==> src/rtl/frame_pkg.sv <==
`default_nettype none
// ============================================================================
//  Module      : frame_pkg
//  Description : Shared frame-memory definitions for the ingress/egress paths.
//                Holds the word info tags, the reader state encoding and
//                the default port-number type.
//  Revision    : 1.0  initial release
// ============================================================================
package frame_pkg;

    // Info tag carried with every frame-memory word
    localparam logic [1:0] INFO_MID    = 2'b00;
    localparam logic [1:0] INFO_SOF    = 2'b01;
    localparam logic [1:0] INFO_EOF    = 2'b10;
    localparam logic [1:0] INFO_SINGLE = 2'b11;

    localparam int PORT_WIDTH = 4;
    typedef logic [$clog2(PORT_WIDTH)-1:0] port_num_t;

    typedef enum logic [1:0] {
        IDLE  = 2'd0,
        READ  = 2'd1,
        DRAIN = 2'd2
    } state_t;

endpackage
`default_nettype wire

==> src/rtl/rr_pick.sv <==
`default_nettype none
// ============================================================================
//  Module      : rr_pick
//  Description : Combinational round-robin picker. Searches the request
//                vector starting at the pointer, wrapping, and returns the
//                first requesting index.
//  Ports       : i_req   - request vector (N)
//                i_ptr   - index searched first
//                o_grant - granted index (valid when o_any)
//                o_any   - at least one request present
//  Revision    : 1.0  initial release
// ============================================================================
module rr_pick #(
    parameter int unsigned N     = 3,
    parameter int unsigned IDX_W = (N > 1) ? $clog2(N) : 1
) (
    input  logic [N-1:0]     i_req,
    input  logic [IDX_W-1:0] i_ptr,
    output logic [IDX_W-1:0] o_grant,
    output logic             o_any
);

    // Rotate so that bit 0 of w_rot is the request at the pointer
    logic [N-1:0] w_rot;
    assign w_rot = N'({i_req, i_req} >> i_ptr);

    function automatic logic [IDX_W-1:0] wrap_add(input logic [IDX_W-1:0] base,
                                                  input int unsigned       off);
        int unsigned s;
        s = 32'(base) + off;
        if (s >= N) s = s - N;
        return s[IDX_W-1:0];
    endfunction

    // Descending scan: the lowest rotated offset is assigned last and wins
    always_comb begin
        o_grant = '0;
        o_any   = 1'b0;
        for (int i = N - 1; i >= 0; i--) begin
            if (w_rot[i]) begin
                o_grant = wrap_add(i_ptr, i);
                o_any   = 1'b1;
            end
        end
    end

endmodule
`default_nettype wire

==> src/rtl/mem_egress_reader.sv <==
`default_nettype none
// ============================================================================
//  Module      : mem_egress_reader
//  Description : Read side of the shared frame memory. Round-robin picks an
//                egress port with a pending head frame that is ready, pops
//                its descriptor, streams the frame word by word until the
//                end tag (or the word limit) and presents each word on the
//                shared egress bus with a one-hot per-port valid.
//  Ports       : i_clk, i_reset          - clock, sync active-high reset
//                i_pend, i_port_ready    - per-port pending / ready
//                i_addr_port1..3         - head-frame start addresses
//                o_pop                   - one-hot descriptor-consumed pulse
//                o_rd_en, o_rd_addr      - memory read request
//                i_rd_data/info/extra    - memory response (pRD_LAT later)
//                o_data, o_info_port,
//                o_extra_byte            - egress word and sideband
//                o_valid_port            - one-hot word valid
//                o_port_num              - port being served
//                o_busy, o_err           - not-IDLE, forced-termination pulse
//  Revision    : 1.0  initial release
// ============================================================================
module mem_egress_reader
    import frame_pkg::*;
#(
    parameter int pPORT_WIDTH = 4,
    parameter int pNUM_PORTS  = 3,
    parameter int pADDR_W     = 10,
    parameter int pRD_LAT     = 1,
    parameter int pMAX_WORDS  = 512
) (
    input  logic                           i_clk,
    input  logic                           i_reset,
    input  logic [pNUM_PORTS-1:0]          i_pend,
    input  logic [pADDR_W-1:0]             i_addr_port1,
    input  logic [pADDR_W-1:0]             i_addr_port2,
    input  logic [pADDR_W-1:0]             i_addr_port3,
    input  logic [pNUM_PORTS-1:0]          i_port_ready,
    output logic [pNUM_PORTS-1:0]          o_pop,
    output logic                           o_rd_en,
    output logic [pADDR_W-1:0]             o_rd_addr,
    input  logic [31:0]                    i_rd_data,
    input  logic [1:0]                     i_rd_info,
    input  logic [1:0]                     i_rd_extra,
    output logic [31:0]                    o_data,
    output logic [pNUM_PORTS-1:0]          o_valid_port,
    output logic [$clog2(pPORT_WIDTH)-1:0] o_port_num,
    output logic [1:0]                     o_info_port,
    output logic [1:0]                     o_extra_byte,
    output logic                           o_busy,
    output logic                           o_err
);

    localparam int PN_W  = $clog2(pPORT_WIDTH);
    localparam int IDX_W = (pNUM_PORTS > 1) ? $clog2(pNUM_PORTS) : 1;
    localparam int CNT_W = $clog2(pRD_LAT + 2);
    localparam int WC_W  = $clog2(pMAX_WORDS + 1);

    state_t                  r_state;
    logic [IDX_W-1:0]        r_ptr;
    logic [IDX_W-1:0]        r_sel;
    logic [pRD_LAT-1:0]      r_pipe;
    logic [CNT_W-1:0]        r_inflight;
    logic [WC_W-1:0]         r_words;
    logic [pNUM_PORTS-1:0]   r_pop;
    logic                    r_rd_en;
    logic [pADDR_W-1:0]      r_rd_addr;
    logic [31:0]             r_data;
    logic [pNUM_PORTS-1:0]   r_valid;
    logic [PN_W-1:0]         r_port_num;
    logic [1:0]              r_info;
    logic [1:0]              r_extra;
    logic                    r_err;

    logic [IDX_W-1:0]        w_grant;
    logic                    w_any;
    logic [pADDR_W-1:0]      w_start;
    logic                    w_ret;
    logic                    w_accept;
    logic                    w_force;
    logic                    w_end;
    logic [CNT_W-1:0]        w_cnt_next;

    rr_pick #(
        .N     (pNUM_PORTS),
        .IDX_W (IDX_W)
    ) u_rr_pick (
        .i_req   (i_pend & i_port_ready),
        .i_ptr   (r_ptr),
        .o_grant (w_grant),
        .o_any   (w_any)
    );

    always_comb begin
        case (w_grant)
            IDX_W'(0): w_start = i_addr_port1;
            IDX_W'(1): w_start = i_addr_port2;
            default:   w_start = i_addr_port3;
        endcase
    end

    // r_pipe tracks which cycles carry a memory response; the top bit marks
    // a word returning in the current cycle.
    generate
        if (pRD_LAT == 1) begin : g_pipe_1
            always_ff @(posedge i_clk) begin
                if (i_reset) r_pipe <= '0;
                else         r_pipe <= r_rd_en;
            end
        end else begin : g_pipe_n
            always_ff @(posedge i_clk) begin
                if (i_reset) r_pipe <= '0;
                else         r_pipe <= {r_pipe[pRD_LAT-2:0], r_rd_en};
            end
        end
    endgenerate

    assign w_ret      = r_pipe[pRD_LAT-1];
    // Responses are only accepted while reading; anything returning in
    // DRAIN belongs to reads issued past the last word.
    assign w_accept   = (r_state == READ) && w_ret;
    assign w_force    = (r_words == WC_W'(pMAX_WORDS - 1)) && !i_rd_info[1];
    assign w_end      = w_accept && (i_rd_info[1] || w_force);
    assign w_cnt_next = r_inflight + CNT_W'(r_rd_en) - CNT_W'(w_ret);

    always_ff @(posedge i_clk) begin
        if (i_reset) begin
            r_state    <= IDLE;
            r_ptr      <= '0;
            r_sel      <= '0;
            r_inflight <= '0;
            r_words    <= '0;
            r_pop      <= '0;
            r_rd_en    <= 1'b0;
            r_rd_addr  <= '0;
            r_data     <= '0;
            r_valid    <= '0;
            r_port_num <= '0;
            r_info     <= '0;
            r_extra    <= '0;
            r_err      <= 1'b0;
        end else begin
            r_pop      <= '0;
            r_valid    <= '0;
            r_err      <= 1'b0;
            r_inflight <= w_cnt_next;

            if (w_accept) begin
                r_data  <= i_rd_data;
                r_info  <= w_force ? INFO_EOF : i_rd_info;
                r_extra <= i_rd_extra;
                r_valid <= pNUM_PORTS'(1) << r_sel;
                r_err   <= w_force;
                r_words <= r_words + 1'b1;
            end

            case (r_state)
                IDLE: begin
                    if (w_any) begin
                        r_sel      <= w_grant;
                        r_port_num <= PN_W'(w_grant);
                        r_rd_addr  <= w_start;
                        r_rd_en    <= 1'b1;
                        r_pop      <= pNUM_PORTS'(1) << w_grant;
                        r_words    <= '0;
                        r_ptr      <= (w_grant == IDX_W'(pNUM_PORTS - 1)) ? '0
                                                                          : w_grant + 1'b1;
                        r_state    <= READ;
                    end
                end
                READ: begin
                    if (w_end) begin
                        r_rd_en <= 1'b0;
                        r_state <= DRAIN;
                    end else begin
                        r_rd_addr <= r_rd_addr + 1'b1;
                    end
                end
                DRAIN: begin
                    if (w_cnt_next == '0) r_state <= IDLE;
                end
                default: r_state <= IDLE;
            endcase
        end
    end

    assign o_pop        = r_pop;
    assign o_rd_en      = r_rd_en;
    assign o_rd_addr    = r_rd_addr;
    assign o_data       = r_data;
    assign o_valid_port = r_valid;
    assign o_port_num   = r_port_num;
    assign o_info_port  = r_info;
    assign o_extra_byte = r_extra;
    assign o_busy       = (r_state != IDLE);
    assign o_err        = r_err;

endmodule
`default_nettype wire
==> config.mk <==
export PLATFORM = sky130hd
export DESIGN_NAME = mem_egress_reader
export DESIGN_NICKNAME = d
export VERILOG_FILES = /design/src/rtl/frame_pkg.sv /design/src/rtl/rr_pick.sv /design/src/rtl/mem_egress_reader.sv
export SDC_FILE = /design/constraint.sdc
export NUM_CORES = 1
export LEC_CHECK = 0
export ABC_AREA = 1
export ABC_CLOCK_PERIOD_IN_PS = 2200
export BUFFER_PORTS_ARGS = -buffer_cell sky130_fd_sc_hd__buf_2
export CORE_ASPECT_RATIO = 1.25
export CORE_MARGIN = 10
export CORE_UTILIZATION = 33
export CTS_BUF_LIST = sky130_fd_sc_hd__clkbuf_4
export DETAILED_ROUTE_END_ITERATION = 16
export PLACE_DENSITY = 0.59
export RECOVER_POWER = 100
export SYNTH_ARGS = -nofsm -noshare
export SYNTH_HDL_FRONTEND = slang
export SYNTH_HIERARCHICAL = 1
export SYNTH_SLANG_ARGS = --single-unit
==> constraint.sdc <==
create_clock -name i_clk -period 2.2 [get_ports i_clk]
set_input_delay 0 -clock i_clk [delete_from_list [all_inputs] [get_ports i_clk]]
set_output_delay 0 -clock i_clk [all_outputs]
set_load 0.02 [all_outputs]
-- After elaboration in Yosys (flattened, before gate mapping)
Index checks and enable logic that the tools add are counted.
- $add $sub $neg: 10
- order comparisons: 3
- eq/ne operators: 9
- shift-type cells: 3
- mux-type cells: 25
- bitwise gates (word level): 4
- reductions and logical operators: 16
- operators by type and width (cell ; number):
    $mux W10 ; 5
    $pmux W10 S2 ; 2
    $mux W2 ; 11
    $add A10 B1 Y10 const B ; 2
    $eq A10 B9 Y1 const B ; 1
    $reduce_and A3 Y1 ; 3
    $ge A3 B2 Y1 const B ; 2
    $logic_not A2 Y1 ; 3
    $ne A2 B2 Y1 const B ; 3
    $pmux W2 S3 ; 1
    $shl A1 B2 Y3 const A ; 2
    $shr A6 B2 Y3 ; 1
    $sub A2 B2 Y2 const B ; 3
    $mux W1 ; 5
    $eq A2 B1 Y1 const B ; 2
    $eq A2 B2 Y1 const B ; 2
    $reduce_bool A2 Y1 ; 2
    $add A2 B1 Y3 const B ; 1
    $add A2 B2 Y3 const B ; 1
    $and A3 B3 Y3 ; 1
    $logic_and A1 B1 Y1 ; 3
    $not A1 Y1 ; 3
    $reduce_or A3 Y1 ; 1
    $add A2 B1 Y2 ; 1
    9 further kinds ; 9
- flip-flop bits (word level): 73
- word-level logic and storage cells: 84

-- Depth between registers and ports, before layout
Gate-level depths: netlist of the first run.
- depth after elaboration: 10
- mapped depth: 17
- gate-level depth less buffers: 17

-- Cells and area by module
The synthesis of the first run kept the hierarchy.
- by module, submodules not included (module ; instances ; cells each ; area each (µm²) ; sequential area each (µm²)):
    mem_egress_reader ; 1 ; 453 ; 3243.1 ; 1461.4
    rr_pick ; 1 ; 37 ; 193.9 ; 0.0

-- Worst setup path before layout of the first run
No wires, ideal clock.
- kind: register to register
- start point: reg r_ptr[0]
- end point: reg r_rd_addr[4], in the netlist o_rd_addr[4]
- library setup time: 0.068 ns
- arrival: 1.869 ns
- data required time: 2.132 ns
- setup slack: 0.263 ns
- stages on the path, launching flop included: 14
- path buffers: 1
- period minus slack after synthesis: 1.937 ns
- path through: dfxtp_1 inv_2 ha_1 nand3_1 nor2_1 nor2_1 nor2_1 clkbuf_1 nand2_1 nand3_1 nand2_1 nand2_1 nand4_1 a21oi_2
- cells in the longest elaborated chain, start to end: 10
- ends and longest elaborated chain (element ; line ; text):
    start: declaration ; mem_egress_reader.sv:59 ; logic [IDX_W-1:0] r_ptr;
    start signal: assignment ; mem_egress_reader.sv:165 ; r_ptr <= (w_grant == IDX_W'(pNUM_PORTS - 1)) ? '0
    $add A2 B2 Y3 ; rr_pick.sv:30 ; s = 32'(base) + off;
    $ge A3 B2 Y1 or $sub A2 B2 Y2 (tied branches) ; rr_pick.sv:31 ; if (s >= N) s = s - N;
    $mux W2 ; rr_pick.sv:31 ;
    $mux W2 (2 in series) ; rr_pick.sv:40 ; if (w_rot[i]) begin
    $mux W2 (*) ; rr_pick.sv:40 ;
    net w_grant[1] ; mem_egress_reader.sv:74 ; logic [IDX_W-1:0] w_grant;
    $eq A2 B1 Y1 or $logic_not A2 Y1 (tied branches) ; mem_egress_reader.sv:94 ; case (w_grant)
    $pmux W10 S2 (*) ; mem_egress_reader.sv:94 ;
    $mux W10 (*) ; mem_egress_reader.sv:158 ; if (w_any) begin
    $pmux W10 S2 (*) ; mem_egress_reader.sv:156 ; case (r_state)
    end signal: assignment ; mem_egress_reader.sv:161 ; r_rd_addr <= w_start;
    end signal: assignment ; mem_egress_reader.sv:175 ; r_rd_addr <= r_rd_addr + 1'b1;
    end: declaration ; mem_egress_reader.sv:66 ; logic [pADDR_W-1:0] r_rd_addr;
The timed path passes the listed nets; every way through them passes the cells marked *. The select of a mux whose other input is x is not followed.
A chain may end at the register's enable or synchronous reset.

-- Worst setup path in the final report of the first run
Same ends and word-level chain as after synthesis.

==> impl_metrics.py, run 1 <==
metrics = {
    "layout": {
        "num-nets-final": 752,
        "syn2layout_area_growth_pct": 38.9,
        "final_core_util": 0.470,
        "layout-drive-gt1-share": 0.178,
        "fillers": 1053,
        "diodes": 0,
    },
    "detailed_routing": {
        "drtIter0Drc": 176,
        "dr_wl_met3_microns": 1200,
        "ant_nets": 0,
        "remaining_drc_errors": 0,
        "routed_wl_microns": 11200,
        "wire_per_inst_microns": 14.0,
        "wl_met1_microns": 4960,
        "dr.pass1.iters": 6,
        "wl_met2_microns": 4960,
        "vias": 3746,
        "vias_per_cell": 4.65,
        "routed.top_layer": "met4",
    },
    "placed_design": {
        "place.port_buffers": 130,
        "gp_routability_congestion": 0.893,
        "dp_hpwl_microns": 7980,
    },
    "synth": {
        "synthArstFlopShare": 0,
        "synthesis.area_sq_um": 3440,
        "synth_common_cells": "nand2_1 (160), dfxtp_1 (73), a21oi_1 (50), nor2_1 (50), inv_1 (38)",
        "synth_ff_type": "dfxtp_1",
        "synth.top_cell.area_share": 0.425,
        "ys_seq_elements": 73,
        "synth_most_common_cell": "nand2_1",
        "synth.largest_area_cell": "dfxtp_1",
        "synth-seq-area-share": 0.425,
        "yosysWarnings": 6,
        "syn_area_per_cell_sq_um": 7.01,
        "synthCells": 490,
        "yosys-top-cells-area": "dfxtp_1 (43%), nand2_1 (17%), a21oi_1 (7.3%)",
        "syn_nets": 571,
        "synth_edf_count": 0,
        "ys_types": 37,
    },
    "grt": {
        "grt_overflow": 0,
        "grt_use_total": 0.147,
        "grt_max_degree": 45,
        "antenna_found_initial": 0,
        "grt_pass1_wl_microns": 18600,
        "grt_pass1_vias": 3796,
    },
    "flow_run": {
        "drv_cap": 0,
    },
    "clock_network": {
        "clk_latency_ps": 410,
        "clk_pin_slew_ps": 130,
        "cts_setup_buffers": 0,
        "clock_sinks": 73,
        "cts_buffer_depth": 2,
        "cts_buffers": 9,
        "htreeDepth": 3,
        "clock-root-buffer": "clkbuf_4",
        "cts_tree": "done",
    },
    "critical_path": {
        "crit_path_end_kind": "flop",
        "critPathKind": "reg2reg",
        "crit_start": "r_ptr[0]",
        "reg2reg_from": "r_ptr[0]",
        "required_ps": 2490,
        "cp-start-kind": "flop",
        "worstPathArrival_ps": 2300,
        "r2r_slack_ps": 190,
        "critPathMaxFanout": 13,
    },
    "worst_hold_path": {
        "hp-start": "i_addr_port1[2]",
        "hold_path.class": "in2reg",
    },
    "sta": {
        "slew_viol_final": 0,
        "rsz0062_at_grt": "true",
        "whs_ps": 50.6,
        "period_minus_slack_ps": 2010,
        "skew_ps": 15.3,
        "tightest_slew_ps": 540,
        "setup_viol": 0,
        "max_freq_mhz": 497,
        "hold_viol_final": 0,
        "finalCritPeriodShare": 0.914,
        "max_slew_margin": 0.640,
    },
    "floorplan": {
        "row_count": 41,
        "die_h_microns": 134,
        "die_area_sq_um": 14900,
        "pin_count": 131,
        "chipWidth_microns": 111,
        "start_util": 0.338,
        "core_area_sq_um": 10200,
    },
    "power": {
        "vdd.ir_drop.worst_v": 0.000415,
        "leakage_nw": 2.04,
        "powerDensity_nw_per_um2": 749,
    },
    "outcome": {
        "status": "finished clean",
    },
}
[path summary, 6_finish.rpt]
path / endpoint / cells after the start
worst max-delay path: o_rd_addr[4] / 14
worst min-delay path: o_rd_addr[2] / 7
worst max register to register: o_rd_addr[4] / 14
worst min register to register: o_data[2] / 2
[logic make-up (layout without fill, tap and decap cells)]
logic type / count (synthesis) / count (layout) / synth area share
buffers and inverters: 60 / 245 / 0.0754
adders and majority gates: 7 / 7 / 0.0255
AOI/OAI and AO/OA: 73 / 73 / 0.116
xor gates and xnor gates: 5 / 5 / 0.0127
DFF: 73 / 73 / 0.425
and+or+nand+nor: 272 / 273 / 0.345
[layout by cell type (no fill, tap or decap), types with 5 or more instances in the layout]
cell	synthesis	final
ha_1	7	7
nand4_1	9	9
buf_2	4	73
nand2_1	160	160
inv_1	38	38
a21oi_1	50	50
nand3_1	30	30
nand2_2	5	5
dlygate4sd3_1	0	51
dfxtp_1	73	71
nor2_1	50	50
o21ai_0	12	12
nor2_2	5	5
clkbuf_1	7	57
clkbuf_4	0	11
buf_4	5	5
[per-stage QoR]
step | instance area [sq um] | std cells | setup TNS (ps) | setup WS, ps | total power, mW
4_1_cts | 4830 | 804 | 0 | 39.8 | 3.59
3_3_place_gp | 4200 | 737 | 0 | 151 | 2.67
3_5_place_dp | 4200 | 737 | 0 | 73.5 | 2.69
5_1_grt | 4770 | 805 | -9.64 | -9.64 | 3.84
2_1_floorplan | 3440 | 490 | 0 | 263 | 2.32
6_report | 4770 | 805 | 0 | 188 | 3.57
[timing repair]
| action | CTS | global route |
|---|---|---|
| resized for setup | 0 | 3 |
| endpoints found under the hold margin | 55 | 0 |
| hold buffers | 51 | 0 |
| endpoints found under the setup margin | 0 | 10 |
[sequential cells by signal, summed over array words and instances (netlist names)]
name / flops
o_data: 32
o_err: 1
o_extra_byte: 2
o_info_port: 2
o_pop: 3
o_port_num: 2
o_rd_addr: 10
o_rd_en: 1
o_valid_port: 3
r_inflight: 2
r_pipe: 1
r_ptr: 2
r_state: 2
r_words: 10
[worst max-delay path: stages (launching register included)]
cell,delay (ps)
dfxtp_2,400
inv_2,80
ha_1,300
nand3_1,90
nor2_1,100
nor2_1,50
nor2_1,120
buf_4,220
inv_1,110
nand3_1,80
nand3_1,80
nand2_1,70
nand2_1,60
nand4_1,100
a21oi_2,50
[layout make-up]
type                            instances  area [sq um]  share of cell area
Clock buffer                           11          82.6              0.0173
Tap cell                              129           161              0.0338
Timing Repair Buffer                  187          1130               0.237
Sequential cell                        73          1460               0.307
Inverter                               42           160              0.0335
Multi-Input combinational cell        358          1730               0.362
Clock inverter                          5          46.3             0.00970
[per-layer routing]
layer	vias to the layer above	global-route usage
li1	1928	-
met2	151	0.231
met1	1659	0.169
met5	-	0
met3	8	0.0750
met4	0	0.0458
[power by group]
part	switching, mW	internal (mW)
logic	0.756	0.462
registers	0.107	1.42
clock network	0.465	0.361
Note: power is estimated with default switching activity, not from simulation.
==> run 2, diff against run 1 <==
--- a/config.mk
+++ b/config.mk
@@ -6,7 +6,7 @@
 export NUM_CORES = 1
 export LEC_CHECK = 0
 export ABC_AREA = 1
-export ABC_CLOCK_PERIOD_IN_PS = 2200
+export ABC_CLOCK_PERIOD_IN_PS = 2300
 export BUFFER_PORTS_ARGS = -buffer_cell sky130_fd_sc_hd__buf_2
 export CORE_ASPECT_RATIO = 1.25
 export CORE_MARGIN = 10
==> constraint.sdc (replaced) <==
create_clock -name i_clk -period 2.3 [get_ports i_clk]
set_input_delay 0 -clock i_clk [delete_from_list [all_inputs] [get_ports i_clk]]
set_output_delay 0 -clock i_clk [all_outputs]
set_load 0.02 [all_outputs]
==> run 2 against run 1 <==
Against the previous run: critical path depth unchanged; largest power group unchanged; die area unchanged; highest routed layer unchanged; sequential cell count unchanged; sequential share of layout area up 0.55 points; largest cell class unchanged; critical endpoint unchanged.
==> impl_metrics.py, run 2 (synthesis gave the netlist of run 1 again) <==
metrics = {
    "power": {
        "switching_power_mw": 1.24,
        "p_comb_frac": 0.347,
        "clock_power_share": 0.205,
        "intPower_mw": 2.02,
        "vdd.ir_drop.worst_v": 0.000336,
        "p_seq_frac": 0.448,
        "switching_share": 0.380,
        "leakage_nw": 2.00,
        "powerDensity_nw_per_um2": 696,
    },
    "critical_path": {
        "critPathKind": "reg2reg",
        "cp-start-kind": "flop",
        "crit_path_end_kind": "flop",
        "crit_start": "r_ptr[0]",
        "reg2reg_from": "r_ptr[0]",
        "required_ps": 2580,
        "worstPathArrival_ps": 2310,
        "critPathMaxFanout": 12,
    },
    "clock_network": {
        "cts_tree": "done",
        "clk_pin_slew_ps": 120,
        "cts_buffers": 9,
        "clock-root-buffer": "clkbuf_4",
        "clock_sinks": 73,
        "clk_latency_ps": 400,
        "htreeDepth": 3,
        "cts_buffer_depth": 2,
        "cts_setup_buffers": 0,
    },
    "grt": {
        "grt_overflow": 0,
        "use_met1": 0.163,
        "grt_use_total": 0.142,
        "use_met2": 0.225,
        "grt_max_degree": 40,
        "grt_pass1_vias": 3700,
        "grt_busiest_layer": "met2",
        "grt_pass1_wl_microns": 17900,
        "antenna_found_initial": 0,
        "met3_usage": 0.0687,
    },
    "layout": {
        "diodes": 0,
        "final_cell_mix": "nand2_1 (161), buf_2 (72), dfxtp_1 (71)",
        "layout-drive-gt1-share": 0.163,
        "mostFrequentLayoutCell": "nand2_1",
        "syn2layout_area_growth_pct": 36.5,
        "num-nets-final": 749,
        "largest_reg_flops": 32,
        "final_core_util": 0.462,
    },
    "detailed_routing": {
        "remaining_drc_errors": 0,
        "ant_nets": 0,
        "wire_per_inst_microns": 13.6,
        "vias": 3752,
        "drtIter0Drc": 216,
        "vias_per_cell": 4.68,
        "routed_wl_microns": 10900,
        "dr.pass1.iters": 4,
    },
    "sta": {
        "max_freq_mhz": 493,
        "period_minus_slack_ps": 2030,
        "tightest_slew_ps": 767,
        "rsz0062_at_grt": "false",
        "setup_viol": 0,
        "finalCritPeriodShare": 0.882,
        "hold_viol_final": 0,
        "skew_ps": 11.5,
        "slew_viol_final": 0,
        "max_slew_margin": 0.489,
        "whs_ps": 34.6,
        "setup_tns_ps": 0,
    },
    "outcome": {
        "status": "finished clean",
    },
    "floorplan": {
        "start_util": 0.338,
        "die_area_sq_um": 14900,
        "core_area_sq_um": 10200,
        "pin_count": 131,
        "die_h_microns": 134,
        "chipWidth_microns": 111,
        "row_count": 41,
    },
    "placed_design": {
        "place.port_buffers": 130,
        "dp_hpwl_microns": 7700,
        "gp_routability_congestion": 0.934,
    },
    "worst_hold_path": {
        "hold_path.class": "in2reg",
        "hp-start": "i_addr_port1[2]",
    },
    "flow_run": {
        "drv_cap": 0,
    },
}
[run 2: cell types whose count changed in the layout (fill, tap and decap cells not counted), sizes merged]
cell / before / now
buf: 78 / 76
bufinv: 1 / 0
clkbuf: 69 / 70
clkinvlp: 0 / 1
dlygate4sd3: 51 / 50
nor2: 58 / 57
[run 2: worst max-delay path, cell delays in order, from the launching register on]
cell	delay, ps
dfxtp_2	400
inv_2	80
ha_1	310
nand3_1	80
nor2_1	80
nor2_1	50
nor2_1	120
buf_4	220
inv_1	110
nand3_1	80
nand3_1	80
nand2_1	80
nand2_1	60
nand4_1	100
a21oi_2	60
[run 2: worst paths after layout]
path / end / slack (ps) / depth (start not counted)
worst min register to register: o_data[26] / 470 / 2
worst max register to register: o_rd_addr[4] / 270 / 14
worst min-delay path: o_rd_addr[2] / 30 / 7
worst max-delay path: o_rd_addr[4] / 270 / 14
[run 2: repair_timing]
action | in CTS | in global routing
resized for setup | 0 | 3
hold buffers | 50 | 0
hold endpoints to repair | 52 | 0
endpoints found under the setup margin | 0 | 10
[run 2: layout make-up]
type | count | area, sq um
timing repair buffer | 185 | 1110
sequential | 73 | 1460
tap | 129 | 161
clock inverter | 5 | 22.5
fill | 1065 | 5470
clock buffer | 11 | 82.6
multi-input combinational | 357 | 1690
inverter | 42 | 160
[run 2: power by group through the flow]
stage          sequential [mW]  combinational (mW)  clock (mW)
6_report                  1.46                1.13       0.670
5_1_grt                   1.48                1.28       0.769
4_1_cts                   1.46                1.15       0.704
3_5_place_dp              1.49                1.08           0
3_3_place_gp              1.48                1.07           0
2_1_floorplan             1.56               0.659           0
[run 2: routing by layer]
metal,wire (microns),vias up,share of wire
met1,4860,1653,0.44
met5,0,-,0
met2,4810,160,0.44
met3,1140,10,0.10
met4,132,0,0.012
li1,-,1929,-
[run 2: stage by stage]
stage | worst slack [ps] | power, mW | cells | instance area (sq um)
6_report | 272 | 3.26 | 802 | 4690
5_1_grt | 13.1 | 3.53 | 802 | 4690
4_1_cts | 79.6 | 3.31 | 802 | 4790
3_5_place_dp | 112 | 2.57 | 736 | 4190
3_3_place_gp | 212 | 2.55 | 736 | 4190
2_1_floorplan | 363 | 2.22 | 490 | 3440
==> run 3, diff against run 2 <==
--- a/config.mk
+++ b/config.mk
@@ -13,7 +13,7 @@
 export CORE_UTILIZATION = 33
 export CTS_BUF_LIST = sky130_fd_sc_hd__clkbuf_4
 export DETAILED_ROUTE_END_ITERATION = 16
-export PLACE_DENSITY = 0.59
+export PLACE_DENSITY = 0.65
 export RECOVER_POWER = 100
 export SYNTH_ARGS = -nofsm -noshare
 export SYNTH_HDL_FRONTEND = slang
==> run 3 against run 2 <==
Against the previous run: worst hold slack worse by 13 ps; clock power up 15%; core utilization down 0.15 points; largest cell class unchanged.
==> impl_metrics.py, run 3 (synthesis gave the netlist of run 1 again) <==
metrics = {
    "outcome": {
        "status": "finished clean",
    },
    "critical_path": {
        "r2r_slack_ps": 190,
        "reg2reg_from": "r_ptr[1]",
        "cp-start-kind": "flop",
        "critPathKind": "reg2reg",
        "critPathMaxFanout": 12,
        "path_cells": "inv_1 -> ha_1 -> nand3_1 -> nand2_1 -> nor2_1 -> nor2_1 -> buf_4 -> nor2_4 -> nand2_1 -> a31oi_1 -> o21ai_0 -> nor2_1",
        "crit_start": "r_ptr[1]",
        "worst_path_dominant_cell_family": "simple AND/OR/NAND/NOR gates",
        "required_ps": 2650,
        "r2r_cells": 12,
        "worstPathArrival_ps": 2460,
        "crit_path_frequent_cell": "nor2_1",
        "crit_path_end_kind": "flop",
        "cp-endpoint": "o_rd_addr[0]",
        "cp_num_buf_inv": 2,
        "cp_num_cells": 12,
        "r2r_end": "o_rd_addr[0]",
        "critical-path-max-stage-delay_ps": 430,
        "cp_slowest_cell": "dfxtp_2",
    },
    "power": {
        "leakage_nw": 2.00,
        "p_seq_frac": 0.432,
        "switching_power_mw": 1.27,
        "intPower_mw": 2.10,
        "p_comb_frac": 0.339,
        "clock_power_share": 0.229,
        "switching_share": 0.377,
        "vdd.ir_drop.worst_v": 0.000357,
        "powerDensity_nw_per_um2": 721,
    },
    "grt": {
        "grt_overflow": 0,
        "grt_pass1_wl_microns": 18500,
        "grt_use_total": 0.146,
        "antenna_found_initial": 0,
        "grt_pass1_vias": 3898,
        "grt_max_degree": 40,
    },
    "clock_network": {
        "clock-root-buffer": "clkbuf_4",
        "cts_setup_buffers": 0,
        "cts_buffer_depth": 2,
        "clock_sinks": 73,
        "cts_tree": "done",
        "htreeDepth": 3,
        "clk_pin_slew_ps": 120,
        "cts_buffers": 9,
        "clk_latency_ps": 410,
    },
    "layout": {
        "mostFrequentLayoutCell": "nand2_1",
        "fin_area_sq_um": 4680,
        "final_cell_mix": "nand2_1 (160), buf_2 (72), dfxtp_1 (72)",
        "layout-drive-gt1-share": 0.176,
        "fillers": 1022,
        "diodes": 0,
        "num-nets-final": 742,
        "syn2layout_area_growth_pct": 36.0,
        "largest_reg_flops": 32,
        "stdcell_count": 795,
    },
    "floorplan": {
        "chipWidth_microns": 111,
        "row_count": 41,
        "pin_count": 131,
        "die_area_sq_um": 14900,
        "start_util": 0.338,
        "core_area_sq_um": 10200,
        "die_h_microns": 134,
    },
    "detailed_routing": {
        "remaining_drc_errors": 0,
        "vias": 3786,
        "drtIter0Drc": 166,
        "wire_per_inst_microns": 13.9,
        "vias_per_cell": 4.76,
        "routed_wl_microns": 11000,
        "ant_nets": 0,
        "dr.pass1.iters": 4,
    },
    "sta": {
        "period_minus_slack_ps": 2110,
        "rsz0062_at_grt": "false",
        "slew_viol_final": 0,
        "hold_viol_final": 0,
        "tightest_slew_ps": 752,
        "setup_viol": 0,
        "finalCritPeriodShare": 0.916,
        "skew_ps": 14.8,
        "setup_tns_ps": 0,
        "max_slew_margin": 0.498,
        "max_freq_mhz": 475,
    },
    "flow_run": {
        "drv_cap": 0,
    },
    "worst_hold_path": {
        "hold_path.class": "in2reg",
    },
    "placed_design": {
        "dp_hpwl_microns": 7970,
        "dpl.cell_count": 736,
        "gp_routability_congestion": 0.919,
        "dpl-instance-area_sq_um": 4190,
        "place.port_buffers": 130,
    },
}
## run 3: cell count changes in the layout (fill, tap and decap cells not counted), moves of 2 or more
| cell | before | now |
|---|---|---|
| inv_2 | 2 | 4 |
| nor2_1 | 53 | 50 |
| clkinv_1 | 4 | 2 |
| clkinv_2 | 0 | 3 |
| clkbuf_4 | 11 | 9 |
| dlygate4sd3_1 | 50 | 43 |
| nor2_2 | 2 | 4 |
## run 3: repair_timing
| action | in CTS | in global routing |
|---|---|---|
| cloned | 0 | 0 |
| hold buffers | 43 | 0 |
| setup endpoints to repair | 7 | 6 |
| gates resized for setup | 2 | 2 |
| pin swaps | 0 | 0 |
| endpoints found under the hold margin | 49 | 0 |
## run 3: how the worst min path moves through the flow
stage,startpoint,endpoint,cells after the start
finish,i_addr_port1[9],o_rd_addr[9],7
global route,i_addr_port1[9],o_rd_addr[9],7
CTS,i_addr_port1[9],o_rd_addr[9],7
detailed placement,i_rd_data[11],o_data[11],3
global placement,i_rd_data[12],o_data[12],3
floorplan,i_rd_info[0],o_info_port[0],2
## run 3: power groups by stage
stage | clock network [mW] | logic, mW | registers (mW)
2_1_floorplan | 0 | 0.659 | 1.56
3_3_place_gp | 0 | 1.06 | 1.48
3_5_place_dp | 0 | 1.08 | 1.48
4_1_cts | 0.800 | 1.16 | 1.45
5_1_grt | 0.861 | 1.29 | 1.47
6_report | 0.771 | 1.14 | 1.46
## run 3: final cells by class
class | count | area (sq um) | area share
clock inverters | 7 | 61.3 | 0.0131
flip-flops and latches | 73 | 1460 | 0.313
repair buffers | 178 | 1040 | 0.223
multi-input cells | 357 | 1720 | 0.368
well taps | 129 | 161 | 0.0345
clock buffers | 9 | 67.6 | 0.0145
inverters | 42 | 158 | 0.0337
## run 3: per-stage QoR
| stage | hold WS (ps) | utilization | worst slack [ps] | total power [mW] |
|---|---|---|---|---|
| final | 21.8 | 0.460 | 194 | 3.37 |
| after CTS | 0.921 | 0.468 | 117 | 3.41 |
| after global placement | 249 | 0.412 | 119 | 2.53 |
| after global routing | 13.2 | 0.460 | 14.1 | 3.62 |
| after floorplan | 142 | - | 363 | 2.22 |
| after detailed placement | 255 | 0.412 | 6.32 | 2.56 |
## run 3: tightest hold or removal path, cell delays in order
cell and delay, ps:
buf_2 80, nand2_1 40, nand3_1 70, nand2_1 50
nand2_1 60, nor2_1 30, nor2_1 60
## run 3: metal layers
metal	share of wire	GRT usage	up-vias
met3	0.11	0.0692	15
met2	0.44	0.235	166
met5	0	0	-
li1	-	-	1914
met1	0.43	0.166	1691
met4	0.016	0.0494	0
